## src/rtl/arb_pkg.sv

```systemverilog
// Shared definitions for the round-robin arbiter: FSM states, requester count
// and the rotating-priority search used to pick the next owner.
// Pure declarations; no logic of its own.
package arb_pkg;

  localparam int NUM_REQ = 4;

  typedef enum logic {
    ARB_IDLE  = 1'b0,
    ARB_GRANT = 1'b1
  } arb_state_t;

  // Returns {found, idx}: the first set request found when walking
  // ptr, ptr+1, ... modulo NUM_REQ. Walking the offsets from the far end
  // lets the nearest hit overwrite any farther one.
  function automatic logic [2:0] rr_search(input logic [NUM_REQ-1:0] req,
                                           input logic [1:0]         ptr);
    logic [2:0] res;
    logic [1:0] idx;
    res = 3'b000;
    for (int i = NUM_REQ - 1; i >= 0; i--) begin
      idx = ptr + 2'(i);
      if (req[idx]) res = {1'b1, idx};
    end
    return res;
  endfunction

endpackage

```

## src/rtl/decoder_2x4_df.sv

```systemverilog
// 2-to-4 enable decoder, dataflow style: {a,b} selects one of q0..q3 when e=1.
// Latency: purely combinational.
// No flow control; all outputs low while e=0.
module decoder_2x4_df (
  input  logic a,
  input  logic b,
  input  logic e,
  output logic q0,
  output logic q1,
  output logic q2,
  output logic q3
);

  assign q0 = e & ~a & ~b;
  assign q1 = e & ~a &  b;
  assign q2 = e &  a & ~b;
  assign q3 = e &  a &  b;

endmodule

```

## src/rtl/rr_arbiter_4.sv

```systemverilog
// Four-requester round-robin arbiter with optional hold limit forcing rotation.
// Latency: grant visible one cycle after a request is sampled in IDLE.
// Non-owner requests wait; an owner is revoked after MAX_HOLD cycles (0 = never).
module rr_arbiter_4
  import arb_pkg::*;
#(
  parameter int MAX_HOLD = 8,
  parameter int CNT_W    = 4
) (
  input  logic               clk,
  input  logic               rst_n,
  input  logic [NUM_REQ-1:0] req,
  output logic [NUM_REQ-1:0] gnt,
  output logic               gnt_valid,
  output logic [1:0]         gnt_idx,
  output logic               timeout
);

  arb_state_t       state, state_nxt;
  logic [1:0]       ptr, ptr_nxt;
  logic [1:0]       idx_nxt;
  logic [CNT_W-1:0] cnt, cnt_nxt;
  logic             timeout_nxt;
  logic [2:0]       search;
  logic             hold_hit;

  // Owner exists exactly while in GRANT, so validity comes straight from state.
  assign gnt_valid = (state == ARB_GRANT);

  assign search   = rr_search(req, ptr);
  assign hold_hit = (MAX_HOLD != 0) && (cnt == CNT_W'(MAX_HOLD));

  // State register plus pointer, owner index, hold counter and timeout pulse.
  always_ff @(posedge clk or negedge rst_n) begin
    if (!rst_n) begin
      state   <= ARB_IDLE;
      ptr     <= 2'd0;
      gnt_idx <= 2'd0;
      cnt     <= '0;
      timeout <= 1'b0;
    end else begin
      state   <= state_nxt;
      ptr     <= ptr_nxt;
      gnt_idx <= idx_nxt;
      cnt     <= cnt_nxt;
      timeout <= timeout_nxt;
    end
  end

  // Next-state logic: release beats revoke, and ptr only moves when leaving GRANT.
  always_comb begin
    state_nxt   = state;
    ptr_nxt     = ptr;
    idx_nxt     = gnt_idx;
    cnt_nxt     = cnt;
    timeout_nxt = 1'b0;
    case (state)
      ARB_IDLE: begin
        if (search[2]) begin
          idx_nxt   = search[1:0];
          cnt_nxt   = CNT_W'(1);
          state_nxt = ARB_GRANT;
        end
      end
      ARB_GRANT: begin
        if (!req[gnt_idx]) begin
          state_nxt = ARB_IDLE;
          ptr_nxt   = gnt_idx + 2'd1;
        end else if (hold_hit) begin
          state_nxt   = ARB_IDLE;
          ptr_nxt     = gnt_idx + 2'd1;
          timeout_nxt = 1'b1;
        end else if (cnt != {CNT_W{1'b1}}) begin
          cnt_nxt = cnt + CNT_W'(1);
        end
      end
      default: state_nxt = ARB_IDLE;
    endcase
  end

  // Grant decode is driven only from registers, so req glitches never reach gnt.
  decoder_2x4_df u_dec (
    .a  (gnt_idx[1]),
    .b  (gnt_idx[0]),
    .e  (gnt_valid),
    .q0 (gnt[0]),
    .q1 (gnt[1]),
    .q2 (gnt[2]),
    .q3 (gnt[3])
  );

endmodule

```

## config.mk

```make
export PLATFORM = sky130hd
export DESIGN_NAME = rr_arbiter_4
export DESIGN_NICKNAME = d
export VERILOG_FILES = /design/src/rtl/arb_pkg.sv /design/src/rtl/decoder_2x4_df.sv /design/src/rtl/rr_arbiter_4.sv
export SDC_FILE = /design/constraint.sdc
export NUM_CORES = 1
export LEC_CHECK = 0
export ABC_CLOCK_PERIOD_IN_PS = 1500
export BUFFER_PORTS_ARGS = -buffer_cell sky130_fd_sc_hd__buf_2
export CORE_MARGIN = 2
export CORE_UTILIZATION = 40
export CTS_CLUSTER_SIZE = 40
export DETAILED_ROUTE_END_ITERATION = 10
export PLACE_DENSITY = 0.7
export SKIP_CTS_REPAIR_TIMING = 1
export SLEW_MARGIN = 20
export SYNTH_ARGS = -nofsm -noshare
export SYNTH_HDL_FRONTEND = slang
export SYNTH_SLANG_ARGS = --single-unit
```

## constraint.sdc

```tcl
create_clock -name clk -period 1.5 [get_ports clk]
set_input_delay 0.075 -clock clk [delete_from_list [all_inputs] [get_ports clk]]
set_output_delay 0.075 -clock clk [all_outputs]
set_load 0.005 [all_outputs]
```

==> results of run 1 <==
## layout by cell type (no fill, tap or decap), types with 2 or more instances in the layout
cell type / n
o21ai_0: 5
nand3_1: 2
mux2_2: 2
dfrtp_1: 10
clkbuf_4: 3
nor2b_1: 4
buf_4: 4
nand2_1: 5
buf_2: 13
nor2_1: 7
inv_1: 7
a21oi_1: 4
## stage by stage
step | instance area, um^2 | hold slack [ps]
final | 806 | 160
after global routing | 806 | 199
after CTS | 782 | -353
after detailed placement | 746 | -47.9
after global placement | 746 | -51.8
after floorplan | 692 | -221
## sequential cells by signal (all words and copies together), names as in the netlist
signal	cells
cnt	4
gnt_idx	2
gnt_valid	1
ptr	2
timeout	1
## metal layers
layer	vias up	track usage (%)	part of all wire (%)
met4	0	8.82	3.3
met5	-	0	0
met1	260	17.3	43
met2	14	26.8	51
li1	283	-	-
met3	5	2.38	2.8
## worst max path at each step
stage                                 from                  to  slack, ps  cells after the start
finish              gnt_idx[1]$_DFFE_PN0P_  cnt[0]$_DFFE_PN0P_          6                      3
CTS                     cnt[0]$_DFFE_PN0P_  cnt[0]$_DFFE_PN0P_        -20                      5
detailed placement      cnt[0]$_DFFE_PN0P_  cnt[0]$_DFFE_PN0P_       -0.7                      5
floorplan           gnt_idx[1]$_DFFE_PN0P_  cnt[0]$_DFFE_PN0P_        -40                      3
global placement    gnt_idx[1]$_DFFE_PN0P_  cnt[0]$_DFFE_PN0P_         30                      3
global route        gnt_idx[1]$_DFFE_PN0P_  cnt[0]$_DFFE_PN0P_        -40                      3
## kinds of logic (layout without fill, tap and decap cells)
logic type	after synthesis	in the layout
simple gates	24	24
compound gates	17	17
buf+inv	15	29
flops	10	10
mux	6	6
fa+ha+maj	2	2
xor+xnor	1	1
## power by group through the flow
stage	logic [mW]	clock network [mW]	registers [mW]
floorplan	0.715	0	0.502
global placement	0.825	0	0.524
detailed placement	0.855	0	0.536
CTS	0.858	0.268	0.530
global route	0.999	0.277	0.552
finish	0.885	0.259	0.534
## worst max-delay path, cell delays in order (launching register included)
cell	delay (ps)
dfrtp_1	370
mux4_2	570
o211ai_4	130
mux2_4	320
## cell type report
class	count	area [um^2]	share of cell area, %
multi-input combinational	50	367	45.5
sequential	10	250	31.1
timing repair buffer	18	105	13.0
clock buffer	4	36.3	4.50
inverter	7	26.3	3.26
tap	17	21.3	2.64
==> qor.yml, run 1 <==
outcome: "complete, no violations"
netlist_area_um2: 692
combinationalPowerShare_pct: 52.7
num_vias: 562
worst-slew-pin-transition_ps: 304
htreeDepth: 1
yosysMostFrequentCell: "dfrtp_1"
yosysTopAreaCell: "dfrtp_1"
clk_path_buf_depth: 2
fillers: 155
critPathKind: "flop to flop"
hp-class: "input pin to flop"
whs_endpoint: "gnt_valid$_DFF_PN0_"
core.rowCount: 15
grt_use_total_pct: 15.3
start_util_pct: 41.4
yosysSeqAreaShare_pct: 36.2
arrival_ps: 1660
area_growth_pct: 16.5
synth-simple-area-share_pct: 17.4
rr_startpoint: "gnt_idx[1]$_DFFE_PN0P_"
cts_root_buf: "clkbuf_4"
muxShareOfSynthArea_pct: 11.6
cts_buffers: 3
rr_endpoint: "cnt[0]$_DFFE_PN0P_"
drive_gt1_share_pct: 32.6
clkSlewWorstSetupHoldPaths_ps: 80
finalNetCount: 98
synth_commonest_cells: "10 x dfrtp_1, 7 x inv_1, 7 x nor2_1, 6 x buf_4"
grt_first_pass_wirelength_mm: 2.23
ys_ff_latch: 10
synth_nets: 83
cp-start-kind: "flop"
place_inst: 100
preCtsSetupSlack_ps: -0.722
p_leak_nw: 0.392
swShare_pct: 40.8
wl_per_cell_um: 12.7
worstHoldStart: "req[2]"
fmax_mhz: 669
layout_min_cycle_time_ps: 1490
netlist_instances: 75
routed_wl_mm: 1.35
final_cells: 106
die_h_um: 45.6
firstDrtPassIters: 4
crit_path_max_fanout: 4
reg2reg_slack_ps: 6
setup_slack_ps: 6.31
reg2regPathDepth: 3
async_flop_share_pct: 100
synth_edf_count: 0
slew_violations: 0
clk_latency_ps: 280
synth-xor-area-share_pct: 1.27
max-cap-violations: 0
vias_per_cell: 5.30
intPower_mw: 0.993
cts_sinks: 10
finalSetupViolCount: 0
rsz0062_at_grt: "true"
synth_compound_area_share_pct: 18.3
ant_nets: 0
core_um2: 1670
fin_setup_tns_ps: 0
vdd_drop_max_uv: 770
clock-skew-final_ps: 4.35
synth_flop_cell: "dfrtp_1"
utilization_pct: 48.2
synth_top_area_share_pct: 36.2
gp_congestion: 0.794
synth_fa_ha_area_share_pct: 3.62
drt_iter0_markers: 7
grt_pass1_vias: 534
synth_cell_types: 31
dieArea_um2: 2080
synth_top_family_by_area: "compound AO/OA/AOI/OAI gates"
ys_top_cells_by_area: "dfrtp_1 36%, buf_4 6.5%, inv_1 3.8%"
antenna_found_initial: 0
power.switching_mw: 0.685
total_power_mw: 1.68
gr-total-overflow: 0
post-route-period-util_pct: 99.6
io_buffer_count: 13
ys.warnings.count: 0
cts_tree: "built"
hold_viol_final: 0
p_seq_share_pct: 31.8
clockPowerShare_pct: 15.4
whs_path_depth: 3
max_slew_margin_pct: 79.5
crit_path_end_kind: "flop"
synth.avg_cell_area_um2: 9.23
drcViolationCount: 0
power_density_nw_per_um2: 2080
io_pins: 14
critPathRequiredTime_ps: 1670
diodes: 0
place.detailed.hpwl_mm: 1.05
die_w_um: 45.6
grt_max_degree: 11
Power figures use the tool's default switching activity.
==> run 2: changes to the inputs <==
--- a/config.mk
+++ b/config.mk
@@ -9,6 +9,7 @@
 export BUFFER_PORTS_ARGS = -buffer_cell sky130_fd_sc_hd__buf_2
 export CORE_MARGIN = 2
 export CORE_UTILIZATION = 40
+export CTS_BUF_LIST = sky130_fd_sc_hd__clkbuf_16
 export CTS_CLUSTER_SIZE = 40
 export DETAILED_ROUTE_END_ITERATION = 10
 export PLACE_DENSITY = 0.7
==> run 2 against run 1 <==
  * The flow now finishes with violations (negative setup slack)
  * Die area stayed put
  * Sequential power is 2% higher
  * Wire length is 8.2% higher
  * Largest power group unchanged
==> qor.yml, run 2 (synthesis gave the netlist of run 1 again) <==
slew_violations: 0  # unchanged
clk_path_buf_depth: 2  # unchanged
setup_slack_ps: -17.6  # -23.9 ps
clock-skew-final_ps: 0.948  # -3.41 ps
vdd_drop_max_uv: 646  # -16%
outcome: "complete, but fails checks"
critPathRequiredTime_ps: 1620  # -50 ps
core.rowCount: 15  # unchanged
max_slew_margin_pct: 77.4  # -2.1 points
firstDrtPassIters: 4  # unchanged
cpLargestDelayFamily: "multiplexers"
io_pins: 14  # unchanged
antenna_found_initial: 0  # unchanged
p_leak_nw: 0.410  # +4.5%
regMostFlops: "cnt"
grt_pass1_vias: 554  # +3.7%
place.detailed.hpwl_mm: 1.05  # unchanged
diodes: 0  # unchanged
worst-slew-pin-transition_ps: 336  # +31.2 ps
place_inst: 100  # unchanged
dieArea_um2: 2080  # unchanged
layout_common_cells: "13 x buf_2, 10 x dfrtp_1, 7 x inv_1, 7 x nor2_1"
start_util_pct: 41.4  # unchanged
vias_per_cell: 5.45  # +2.8%
max_stage_delay_ps: 570  # about the same
crit_chain: "mux4_2 > o211ai_4 > mux2_4"
num_vias: 578  # +2.8%
cts_sinks: 10  # unchanged
arrival_ps: 1640  # -20 ps
cts_tree: "built"
finalSetupViolCount: 1  # +1
routed_wl_mm: 1.46  # +8.2%
largest_reg_flops: 4  # unchanged
io_buffer_count: 13  # unchanged
cts_root_buf: "clkbuf_16"
preCtsSetupSlack_ps: -0.722  # unchanged
gp_congestion: 0.794  # unchanged
cts_buffers: 3  # unchanged
drcViolationCount: 0  # unchanged
final_cells: 106  # unchanged
power_density_nw_per_um2: 2270  # +9.2%
grt_use_total_pct: 16.0  # +0.65 points
max-cap-violations: 0  # unchanged
drt_iter0_markers: 10  # +3
crit_path_end_kind: "flop"
die_w_um: 45.6  # unchanged
hp-class: "input pin to flop"
layout_min_cycle_time_ps: 1520  # +23.9 ps
post-route-period-util_pct: 101  # +1.6 points
critPathKind: "flop to flop"
area_growth_pct: 22.6
postLayoutCellArea_um2: 848  # +5.3%
rsz0062_at_grt: "true"
finalNetCount: 98  # unchanged
clk_latency_ps: 240  # -40 ps
die_h_um: 45.6  # unchanged
wl_per_cell_um: 13.8  # +8.2%
hold_viol_final: 0  # unchanged
gr-total-overflow: 0  # unchanged
top_regs: "cnt: 4 flops, gnt_idx: 2 flops, ptr: 2 flops"
whs_ps: 217  # +56.8 ps
dpl-instance-area_um2: 746  # unchanged
clkSlewWorstSetupHoldPaths_ps: 40  # -40 ps
core_um2: 1670  # unchanged
grt_first_pass_wirelength_mm: 2.33  # +4.7%
crit_path_max_fanout: 4  # unchanged
critPathBufInv: 0  # unchanged
fmax_mhz: 659  # -1.6%
ant_nets: 0  # unchanged
drive_gt1_share_pct: 31.5  # -1.1 points
grt_max_degree: 11  # unchanged
htreeDepth: 1  # unchanged
slowest_stage: "mux4_2"
final_common_cell: "buf_2"
cp-start-kind: "flop"
violations: "negative setup slack"
[run 2: path summary, 6_finish.rpt]
path                                   startpoint                   to  slack [ps]  depth (start not counted)
setup / recovery           gnt_idx[1]$_DFFE_PN0P_   cnt[0]$_DFFE_PN0P_         -20                          3
hold / removal                             req[2]  gnt_valid$_DFF_PN0_         220                          3
setup reg to reg           gnt_idx[1]$_DFFE_PN0P_   cnt[0]$_DFFE_PN0P_         -20                          3
hold reg to reg                cnt[1]$_DFFE_PN0P_   cnt[1]$_DFFE_PN0P_         580                          2
max in group asynchronous                   rst_n    timeout$_DFF_PN0_        1070                          2
min in group asynchronous                   rst_n   cnt[2]$_DFFE_PN0P_         230                          2
[run 2: per-layer routing]
layer | GRT usage [%] | vias up | share of wire [%]
li1 | - | 284 | -
met1 | 17.1 | 266 | 40
met2 | 27.9 | 19 | 52
met3 | 3.97 | 9 | 5.3
met4 | 9.41 | 0 | 3.0
met5 | 0 | - | 0
[run 2: through the flow]
stage | utilization, % | total power, mW | setup TNS (ps)
6_report | 50.8 | 1.93 | -17.6
3_5_place_dp | 44.6 | 1.39 | -0.722
3_3_place_gp | 44.6 | 1.35 | 0
5_1_grt | 50.8 | 2.07 | -49.7
2_1_floorplan | - | 1.22 | -43.1
4_1_cts | 49.4 | 1.89 | -26.0
[run 2: where the power goes]
group | internal (mW) | switching (mW)
logic | 0.456 | 0.443
clock network | 0.350 | 0.134
registers | 0.392 | 0.154
[run 2: cell type report]
| type | instances | area (um^2) |
|---|---|---|
| clock inverters | 1 | 3.75 |
| multi-input cells | 50 | 367 |
| flip-flops and latches | 10 | 250 |
| well taps | 17 | 21.3 |
| clock buffers | 3 | 75.1 |
| repair buffers | 18 | 105 |
| fillers | 151 | 822 |
| inverters | 7 | 26.3 |
[run 2: worst reg2reg max path, delay by kind of cell (launching register included)]
kind,cells,cell delay (ps)
multiplexers,2,900
flip-flops,1,370
AO/OA/AOI/OAI,1,130
==> run 3: changes to the inputs <==
--- a/config.mk
+++ b/config.mk
@@ -10,11 +10,12 @@
 export CORE_MARGIN = 2
 export CORE_UTILIZATION = 40
 export CTS_BUF_LIST = sky130_fd_sc_hd__clkbuf_16
-export CTS_CLUSTER_SIZE = 40
+export CTS_CLUSTER_SIZE = 10
 export DETAILED_ROUTE_END_ITERATION = 10
 export PLACE_DENSITY = 0.7
 export SKIP_CTS_REPAIR_TIMING = 1
 export SLEW_MARGIN = 20
 export SYNTH_ARGS = -nofsm -noshare
 export SYNTH_HDL_FRONTEND = slang
+export SYNTH_HIERARCHICAL = 1
 export SYNTH_SLANG_ARGS = --single-unit
==> run 3 against run 2 <==
  * Worst setup slack improved by 16 ps
  * Area after synthesis decreased by 8.3%
  * The flow still finishes with violations (negative setup slack)
  * Combinational power decreased by 5.1%
  * Core utilization increased by 6.9 points
  * Non-clock buffer count increased by 3
  * Highest routed layer unchanged
==> qor.yml, run 3 <==
outcome: "complete, but fails checks"
violations: "negative setup slack"
finalSetupViolCount: 1  # unchanged
area_growth_pct: 35.3
vdd_drop_max_uv: 1230  # +90%
cpLargestDelayFamily: "multiplexers"
power_density_nw_per_um2: 2100  # -7.6%
clk_latency_ps: 240  # about the same
final_common_cell: "buf_2"
max_slew_margin_pct: 79.7  # +2.3 points
io_pins: 14  # unchanged
critPathRequiredTime_ps: 1600  # -20 ps
slew_violations: 0  # unchanged
synth_flop_cell: "dfrtp_1"
synth.avg_cell_area_um2: 9.19  # -0.35%
fin_setup_tns_ps: -1.73  # +15.8 ps
gr-total-overflow: 0  # unchanged
setup_slack_ps: -1.73  # +15.8 ps
synth_commonest_cells: "10 x dfrtp_1, 6 x a21oi_1, 6 x inv_1, 6 x nand2_1, 5 x o21ai_0"
core_um2: 1490  # -11%
die_h_um: 43.8  # -3.9%
drcViolationCount: 0  # unchanged
synth_cell_types: 30  # -3.2%
firstDrtPassIters: 4  # unchanged
htreeDepth: 1  # unchanged
routed_wl_mm: 1.43  # -1.9%
ys_ff_latch: 10  # unchanged
cts_tree: "built"
reg2regPathDepth: 4  # +1
top_regs: "cnt: 4 flops, gnt_idx: 2 flops, ptr: 2 flops"
async_flop_share_pct: 100  # unchanged
core.rowCount: 14  # -1
ys.warnings.count: 6  # +6
netlist_instances: 69  # -8.0%
power.switching_mw: 0.656  # -10%
synth_edf_count: 0  # unchanged
critPathKind: "flop to flop"
hold_viol_final: 0  # unchanged
finalNetCount: 102  # +4.1%
largest_reg_flops: 4  # unchanged
p_seq_share_pct: 26.2  # -2.1 points
yosysSeqAreaShare_pct: 39.4  # +3.3 points
num_vias: 598  # +3.5%
crit_path_max_fanout: 6  # +2
max_stage_delay_ps: 580  # about the same
rr_startpoint: "gnt_idx[1]$_DFFE_PN0P_"
gp_congestion: 0.775  # -2.4%
slowest_stage: "mux4_2"
cts_root_buf: "clkbuf_16"
preCtsSetupSlack_ps: 20.8  # +21.6 ps
clkSlewWorstSetupHoldPaths_ps: 40  # about the same
hp-class: "input pin to flop"
regMostFlops: "cnt"
cts_sinks: 10  # unchanged
clockPowerShare_pct: 26.6  # +1.5 points
critPathBufInv: 0  # unchanged
intPower_mw: 1.15  # -4.1%
swShare_pct: 36.3  # -1.5 points
layout_common_cells: "13 x buf_2, 9 x dfrtp_1, 7 x buf_4"
whs_path_depth: 3  # unchanged
fmax_mhz: 666  # +1.1%
netlist_area_um2: 634  # -8.3%
place.detailed.hpwl_um: 992  # -5.5%
combinationalPowerShare_pct: 47.3  # +0.7 points
worst-slew-pin-transition_ps: 303  # -32.9 ps
vias_per_cell: 5.49  # +0.61%
p_leak_nw: 0.410  # about the same
cp.depth: 4  # +1
crit_chain: "mux4_2 > and2_4 > nand4_1 > o311ai_2"
die_w_um: 43.8  # -3.9%
ys_top_cells_by_area: "dfrtp_1 39%, a21oi_1 4.7%, ha_1 3.9%"
max-cap-violations: 0  # unchanged
ant_nets: 0  # unchanged
crit_path_end: "cnt[1]$_DFFE_PN0P_"
cts_buffers: 3  # unchanged
grt_first_pass_wirelength_mm: 2.36  # +1.2%
post-route-period-util_pct: 100  # -1.1 points
start_util_pct: 42.6  # +1.2 points
drt_iter0_markers: 20  # +10
synth_nets: 77  # -7.2%
layout_min_cycle_time_ps: 1500  # -15.8 ps
crit_path_end_kind: "flop"
arrival_ps: 1600  # -40 ps
worstHoldStart: "req[3]"
clk_path_buf_depth: 2  # unchanged
total_power_mw: 1.80  # -6.5%
yosysTopAreaCell: "dfrtp_1"
dieArea_um2: 1920  # -7.6%
drive_gt1_share_pct: 33.3  # +1.9 points
antenna_found_initial: 0  # unchanged
rr_endpoint: "cnt[1]$_DFFE_PN0P_"
grt_pass1_vias: 536  # -3.2%
wl_per_cell_um: 13.1  # -4.6%
reg2reg_slack_ps: -2  # +20 ps
grt_max_degree: 11  # unchanged
grt_use_total_pct: 17.0  # +1.1 points
critPathLaunch: "gnt_idx[1]$_DFFE_PN0P_"
synth_top_area_share_pct: 39.4  # +3.3 points
yosysMostFrequentCell: "dfrtp_1"
io_buffer_count: 13  # unchanged
cp-start-kind: "flop"
diodes: 0  # unchanged
rsz0062_at_grt: "true"
clock-skew-final_ps: 0.488  # -0.460 ps
==> run 3: changes by cell type after synthesis, sizes merged, moves of 2 or more <==
cell | before | now
a21oi | 4 | 6
and3b | 0 | 2
buf | 7 | 0
mux2 | 3 | 0
mux2i | 2 | 0
nand4 | 1 | 4
nor2 | 7 | 4
o221ai | 2 | 0
==> run 3: final cells by class <==
class / instances / area [um^2]
timing repair buffer: 21 / 128
multi-input combinational: 52 / 358
clock inverter: 1 / 3.75
fill: 129 / 631
inverter: 6 / 22.5
sequential: 10 / 251
tap: 16 / 20.0
clock buffer: 3 / 75.1
==> run 3: logic make-up after synthesis <==
group                    Yosys count  share of synthesized area, %
XOR/XNOR                           1                          1.38
buffers and inverters              7                          4.14
flip-flops                        10                          39.4
adder cells (fa/ha/maj)            2                          3.94
AO/OA/AOI/OAI                     20                          20.7
AND/OR/NAND/NOR                   28                          26.8
multiplexers                       1                          3.55
==> run 3: routing by layer <==
metal  share of wire, %  vias to the layer above  GRT usage (%)
met2                 45                       17           26.2
met4               0.77                        0           5.45
met3                6.2                        2           6.25
met5                  0                        -              0
li1                   -                      304              -
met1                 48                      275           22.3
==> run 3: power by group through the flow <==
stage | clock [mW] | sequential [mW] | combinational (mW)
2_1_floorplan | 0 | 0.504 | 0.486
3_3_place_gp | 0 | 0.470 | 0.792
3_5_place_dp | 0 | 0.473 | 0.809
4_1_cts | 0.483 | 0.470 | 0.827
5_1_grt | 0.504 | 0.491 | 0.938
6_report | 0.479 | 0.472 | 0.853
==> run 3: stage by stage <==
stage               cells  instance area (um^2)  util (%)  hold WS [ps]
finish                109                   858      57.6           186
global route          109                   858      57.6           209
CTS                   106                   833      56.0          -297
detailed placement    102                   754      50.7         -47.5
global placement      102                   754      50.7         -51.5
floorplan              69                   636         -          -221
==> run 3: worst reg2reg max path, cell delays in order (launching register included) <==
cell and delay (ps):
dfrtp_2 360, mux4_2 580, and2_4 190, nand4_1 110, o311ai_2 130
==> run 3: how the worst min path moves through the flow <==
stage,to,slack (ps)
after global placement,cnt[1]$_DFFE_PN0P_,-50
final,gnt_idx[0]$_DFFE_PN0P_,190
after global routing,gnt_idx[0]$_DFFE_PN0P_,210
after CTS,ptr[1]$_DFFE_PN0P_,-300
after detailed placement,timeout$_DFF_PN0_,-50
after floorplan,cnt[0]$_DFFE_PN0P_,-220
